`src/rtl/control_unit.sv`:
```
// Multi-cycle accumulator control unit: fetches from program memory and
// drives an external ALU through a FETCH/DECODE/EXECUTE/HALT sequence.
module control_unit (
    input  logic       CLK,
    input  logic       RST,
    output logic [7:0] PC_OUT,
    input  logic [7:0] MEM_DATA,
    output logic [7:0] ALU_A,
    output logic [7:0] ALU_B,
    output logic [2:0] ALU_SEL,
    input  logic [7:0] ALU_RESULT,
    input  logic       ALU_CARRY,
    output logic [7:0] ACC_OUT,
    output logic       CARRY_FLAG,
    output logic       ZERO_FLAG,
    output logic       HALTED,
    output logic [1:0] STATE_OUT
);

    typedef enum logic [1:0] {
        S_FETCH  = 2'b00,
        S_DECODE = 2'b01,
        S_EXEC   = 2'b10,
        S_HALT   = 2'b11
    } state_e;

    localparam logic [2:0] OP_PASSB = 3'b100;
    localparam logic [2:0] OP_LDI   = 3'b101;
    localparam logic [2:0] OP_JMP   = 3'b110;
    localparam logic [2:0] OP_HLT   = 3'b111;

    state_e     state_q, state_d;
    logic [7:0] pc_q, pc_d;
    logic [7:0] ir_q, ir_d;
    logic [7:0] opr_q, opr_d;
    logic [7:0] acc_q, acc_d;
    logic       carry_q, carry_d;
    logic       zero_q, zero_d;
    logic [2:0] opcode;
    logic       is_alu_op;

    assign opcode    = ir_q[7:5];
    assign is_alu_op = (opcode <= OP_PASSB);

    always_ff @(posedge CLK or posedge RST) begin
        if (RST) begin
            state_q <= S_FETCH;
            pc_q    <= 8'h00;
            ir_q    <= 8'h00;
            opr_q   <= 8'h00;
            acc_q   <= 8'h00;
            carry_q <= 1'b0;
            zero_q  <= 1'b0;
        end else begin
            state_q <= state_d;
            pc_q    <= pc_d;
            ir_q    <= ir_d;
            opr_q   <= opr_d;
            acc_q   <= acc_d;
            carry_q <= carry_d;
            zero_q  <= zero_d;
        end
    end

    always_comb begin
        state_d = state_q;
        pc_d    = pc_q;
        ir_d    = ir_q;
        opr_d   = opr_q;
        acc_d   = acc_q;
        carry_d = carry_q;
        zero_d  = zero_q;
        unique case (state_q)
            S_FETCH: begin
                ir_d    = MEM_DATA;
                pc_d    = pc_q + 8'd1;
                state_d = S_DECODE;
            end
            S_DECODE: begin
                if (opcode == OP_HLT) begin
                    state_d = S_HALT;
                end else if (opcode == OP_JMP) begin
                    pc_d    = MEM_DATA;
                    state_d = S_FETCH;
                end else begin
                    opr_d   = MEM_DATA;
                    pc_d    = pc_q + 8'd1;
                    state_d = S_EXEC;
                end
            end
            S_EXEC: begin
                // ALU outputs are only trusted on this edge
                if (is_alu_op) begin
                    acc_d   = ALU_RESULT;
                    carry_d = ALU_CARRY;
                    zero_d  = (ALU_RESULT == 8'h00);
                end else if (opcode == OP_LDI) begin
                    acc_d  = opr_q;
                    zero_d = (opr_q == 8'h00);
                end
                state_d = S_FETCH;
            end
            S_HALT: begin
                state_d = S_HALT;
            end
            default: begin
                state_d = S_FETCH;
            end
        endcase
    end

    assign PC_OUT     = pc_q;
    assign ALU_A      = acc_q;
    assign ALU_B      = opr_q;
    assign ALU_SEL    = is_alu_op ? opcode : 3'b000;
    assign ACC_OUT    = acc_q;
    assign CARRY_FLAG = carry_q;
    assign ZERO_FLAG  = zero_q;
    assign HALTED     = (state_q == S_HALT);
    assign STATE_OUT  = state_q;

endmodule

```
`config.mk`:
```
export PLATFORM = sky130hd
export DESIGN_NAME = control_unit
export DESIGN_NICKNAME = d
export VERILOG_FILES = /design/src/rtl/control_unit.sv
export SDC_FILE = /design/constraint.sdc
export NUM_CORES = 1
export LEC_CHECK = 0
export ABC_AREA = 1
export CELL_PAD_IN_SITES_DETAIL_PLACEMENT = 0
export CELL_PAD_IN_SITES_GLOBAL_PLACEMENT = 2
export CORE_MARGIN = 8
export CORE_UTILIZATION = 24
export DETAILED_ROUTE_END_ITERATION = 8
export PLACE_DENSITY = 0.84
export REMOVE_ABC_BUFFERS = 1
export SLEW_MARGIN = 25
export SYNTH_ARGS = -nofsm -noshare
export SYNTH_HDL_FRONTEND = slang
export SYNTH_SLANG_ARGS = --single-unit
```
`constraint.sdc`:
```
create_clock -name CLK -period 1.4 [get_ports CLK]
set_input_delay 0.42 -clock CLK [delete_from_list [all_inputs] [get_ports CLK]]
set_output_delay 0.42 -clock CLK [all_outputs]
set_load 0.01 [all_outputs]
```
# Word-level counts from Yosys, hierarchy flattened
# Cells that the tools add are included.
[totals]
regBits = 36
wordCells = 38
[op_classes]
n_addsub = 1
magnitude_cmp = 1
eq_ne = 7
n_mux = 11
n_bitwise = 2
reduce_logical = 9
[ops]
columns = ["operator", "n"]
rows = [
  ["two-way mux 8 bit", 4],
  ["logical NOT 8 bit", 2],
  ["one-hot mux 8 bit (2 select lines)", 1],
  ["== test 3 bit (second input constant)", 3],
  ["adder 8 x 1 -> 8 bit (second input constant)", 1],
  ["one-hot mux 2 bit (4 select lines)", 1],
  ["AND reduction 2 bit", 3],
  ["== test 2 bit (second input constant)", 2],
  ["two-way mux 2 bit", 2],
  ["nonzero test 2 bit", 2],
  ["less-or-equal comparator 3 bit (second input constant)", 1],
  ["two-way mux 3 bit", 1],
  ["AND reduction 3 bit", 1],
  ["== test 2 x 1 -> 1 bit (second input constant)", 1],
  ["logical NOT 2 bit", 1],
  ["two-way mux 1 bit", 2],
  ["!= test 2 bit (second input constant)", 1],
  ["inverter 1 bit", 2],
]

# Logic depth before layout (Yosys ltp)
[logic_depth]
word_depth = 4
depth_mapped = 8
depth_no_buf = 8

# Worst setup path before layout
# OpenSTA, ideal clock, no wires.
[synth_path]
path_kind = "reg2out"
from = "register ir_q[5]"
to = "output port ALU_SEL[0]"
arrival_ps = 906
required_time_ps = 980
slack_ps = 74
path_stages_with_launch = 5
path_buffers = 1
cell_sequence = "dfrtp_1 nor2_1 nor2_1 buf_2 nor2_1"
[synth_between]
elab_chain_cells = 2
[synth_rtl]
columns = ["item", "line_no", "rtl"]
rows = [
  ["start, declared", "34", "logic [7:0] ir_q, ir_d;"],
  ["start signal, assigned", "57", "ir_q <= ir_d;"],
  ["less-or-equal comparator 3 bit", "43", "assign is_alu_op = (opcode <= OP_PASSB);"],
  ["two-way mux 3 bit (*)", "115", "assign ALU_SEL = is_alu_op ? opcode : 3'b000;"],
  ["end, declared", "10", "output logic [2:0] ALU_SEL,"],
]
# Mark *: on every way between the ends. The rest lies on a longest branch, timed or not.

# Worst setup path after layout
# Ends and elaborated chain as after synthesis.

==> results by group <==
Global route
  • Total track usage: 0.109
  • Initial antenna violation count: 0
  • GRT met3 Usage: 0.0387
  • Vias in the first global route: 1,811
  • Met2 usage: 0.181
  • Most Used Layer, Global Route: met2
  • GR Overflow Total: 0
  • Pin count of the biggest net entering global routing: 32
  • M1 GR Usage: 0.131
  • First-pass GRT wire length: 8.87 mm

Routing
  • Post-DRT Antenna Nets: 0
  • Routed WL: 5.45 mm
  • DRT Pass-1 Iters: 4
  • DR DRC count: 0
  • Drt wl/cell: 12.5 um
  • Iter 0 DRT Violations: 57
  • Post-DR vias/cell: 4.15
  • Routed vias: 1,804

Synthesis
  • EDFF count, synth: 0
  • Cell accounting for the most synthesized area: dfrtp_1
  • Yosys reg bits: 31
  • Avg Inst Size Synth: 7.23 um^2
  • Synth Cell Area: 0.00173 mm^2
  • Seq/Total Area, Yosys: 0.449
  • Synthesized instance count: 239
  • Top FF cell, synth: dfrtp_1
  • Fraction of registers with async set/reset: 1.00
  • Area contributors post-synth: dfrtp_1, nand2_1, nor2_1
  • Synth unique cells: 20
  • Yosys warns: 0
  • Area fraction of the dominant cell type after synthesis: 0.449

Power and ir drop
  • Worst VDD drop: 0.778 mV
  • Leakage power: 1.44 nW
  • PD cells: 2320 mW/mm^2

Clock network
  • CTS tree: built
  • Later-pin clock latency in the skew report: 0.28 ns
  • Clk root buf: clkbuf_8
  • CTS Sinks: 31
  • CTS Buf Count: 5
  • Clk slew on worst S/H paths: 0.07 ns
  • Longest Clk Path Bufs: 2
  • # H-tree levels: 2

Run
  • Max-cap viol count: 0

Worst setup path
  • CP Max Fanout: 4
  • CP Class: flip-flop to output pin
  • Critical Path Source Type: flip-flop
  • CP required: 0.98 ns
  • Worst EP arrival: 1.08 ns
  • Setup crit end kind: output pin

Cells and area
  • Most common cell after layout, fill and taps aside: nand2_1
  • Area Overhead vs Synth: 68.1%
  • Layout fillers: 778
  • Seq. cell area: 776 um^2
  • Finished Layout Cells: 435
  • Area of the multi-input gates: 842 um^2
  • # diodes: 0
  • Most frequent cells in the layout: nand2_1, buf_4, clkdlybuf4s15_1
  • Nets@finish: 355
  • Layout cell share with drive strength beyond 1: 0.256

Placed design
  • Final GP Congestion: 0.826
  • DP Cell Count: 415
  • IO Port Bufs: 58
  • Dpl hpwl: 3.94 mm

STA
  • Setup Viol. Count Final: 4
  • Worst setup slack after layout: -0.0966 ns
  • Final Hold Violating Endpoints: 0
  • Setup Total Neg Slack: -0.301 ns
  • Skew final: 0.00221 ns
  • Final period utilization: 1.07
  • Fmax achieved: 668 MHz
  • Minimum clock period after layout: 1.50 ns
  • Worst-Margin Slew: 0.194 ns
  • Rel. slew slack: 0.870
  • RSZ-0062 raised after global routing: yes
  • Max-slew violations: 0

Run status
  • Status: finished with violations
  • Violated checks: negative setup slack

Floorplan
  • I/O Pins: 59
  • Core area: 0.00710 mm^2
  • Initial cell density of the core: 0.243
  • Site row count: 31
  • Die area: 0.0102 mm^2
  • Die Ht: 101 um
  • Die width: 101 um

Min path
  • Worst min path class: flip-flop to flip-flop
==> where the power goes <==
group	leakage, nW	switching, mW	total, mW	internal [mW]
registers	0.385	0.260	1.59	1.33
clock network	0.0612	0.356	0.932	0.576
logic	0.996	2.16	4.22	2.07
==> cell usage after synthesis (3+ instances only) <==
cell,number
buf_4,8
o21ai_0,21
nand2_2,4
inv_1,20
nand2_1,75
nand3_1,14
inv_2,3
dfrtp_1,31
o21ai_1,8
buf_6,3
nor2_1,41
==> final cells by class <==
cell class              instances  share of cell area
clock buffers                   6              0.0284
clock inverters                 2              0.0121
inverters                      24              0.0353
multi-input cells             172               0.290
flip-flops and latches         31               0.267
well taps                      99              0.0426
repair buffers                101               0.325
==> cells by family after synthesis <==
| logic type | Yosys count | share of synthesized area |
|---|---|---|
| compound gates | 30 | 0.0869 |
| buf+inv | 37 | 0.113 |
| simple gates | 140 | 0.344 |
| flops | 31 | 0.449 |
| fa+ha+maj | 1 | 0.00724 |
==> metal layers <==
layer	part of all wire	wire [um]
met5	0	0
met4	0.0062	34
met3	0.068	371
met2	0.46	2530
met1	0.46	2510
==> metrics by stage <==
stage | setup WS, ns | total power, mW | hold slack (ns) | utilization | area (um^2)
6_report | -0.0966 | 6.75 | 0.479 | 0.409 | 2910
3_3_place_gp | -0.218 | 5.55 | 0.463 | 0.367 | 2610
3_5_place_dp | -0.231 | 5.58 | 0.465 | 0.367 | 2610
4_1_cts | -0.106 | 6.37 | 0.479 | 0.386 | 2740
5_1_grt | -0.188 | 7.34 | 0.505 | 0.409 | 2910
2_1_floorplan | 0.0657 | 3.34 | 0.505 | - | 1620
==> what timing repair did <==
action	in CTS	in global routing
resized for setup	69	58
pin swaps	5	12
gates cloned	1	0
buffers inserted	6	6
setup endpoints to repair	42	58
hold buffers	0	0
==> worst max-delay path: stages, from the launching register on <==
cell,delay (ns)
dfrtp_1,0.38
buf_6,0.14
inv_1,0.05
nor2_1,0.09
buf_2,0.13
==> registers in the layout (all words and copies together) (netlist names) <==
name and count:
ACC_OUT 8, ALU_B 8, CARRY_FLAG 1, PC_OUT 8
STATE_OUT 2, ZERO_FLAG 1, ir_q 3
==> path summary, 6_finish.rpt <==
path                       slack (ns)         start    endpoint  cells past startpoint
max                              -0.1       ir_q[5]  ALU_SEL[0]                      4
min                              0.48    CARRY_FLAG  CARRY_FLAG                      2
max reg2reg                      0.05  STATE_OUT[1]   PC_OUT[6]                      8
min reg2reg                      0.48    CARRY_FLAG  CARRY_FLAG                      2
max in group asynchronous        0.74           RST    ALU_B[2]                      3
min in group asynchronous        0.49           RST  ACC_OUT[6]                      3
No activity file was read; power rests on OpenSTA's default activity.
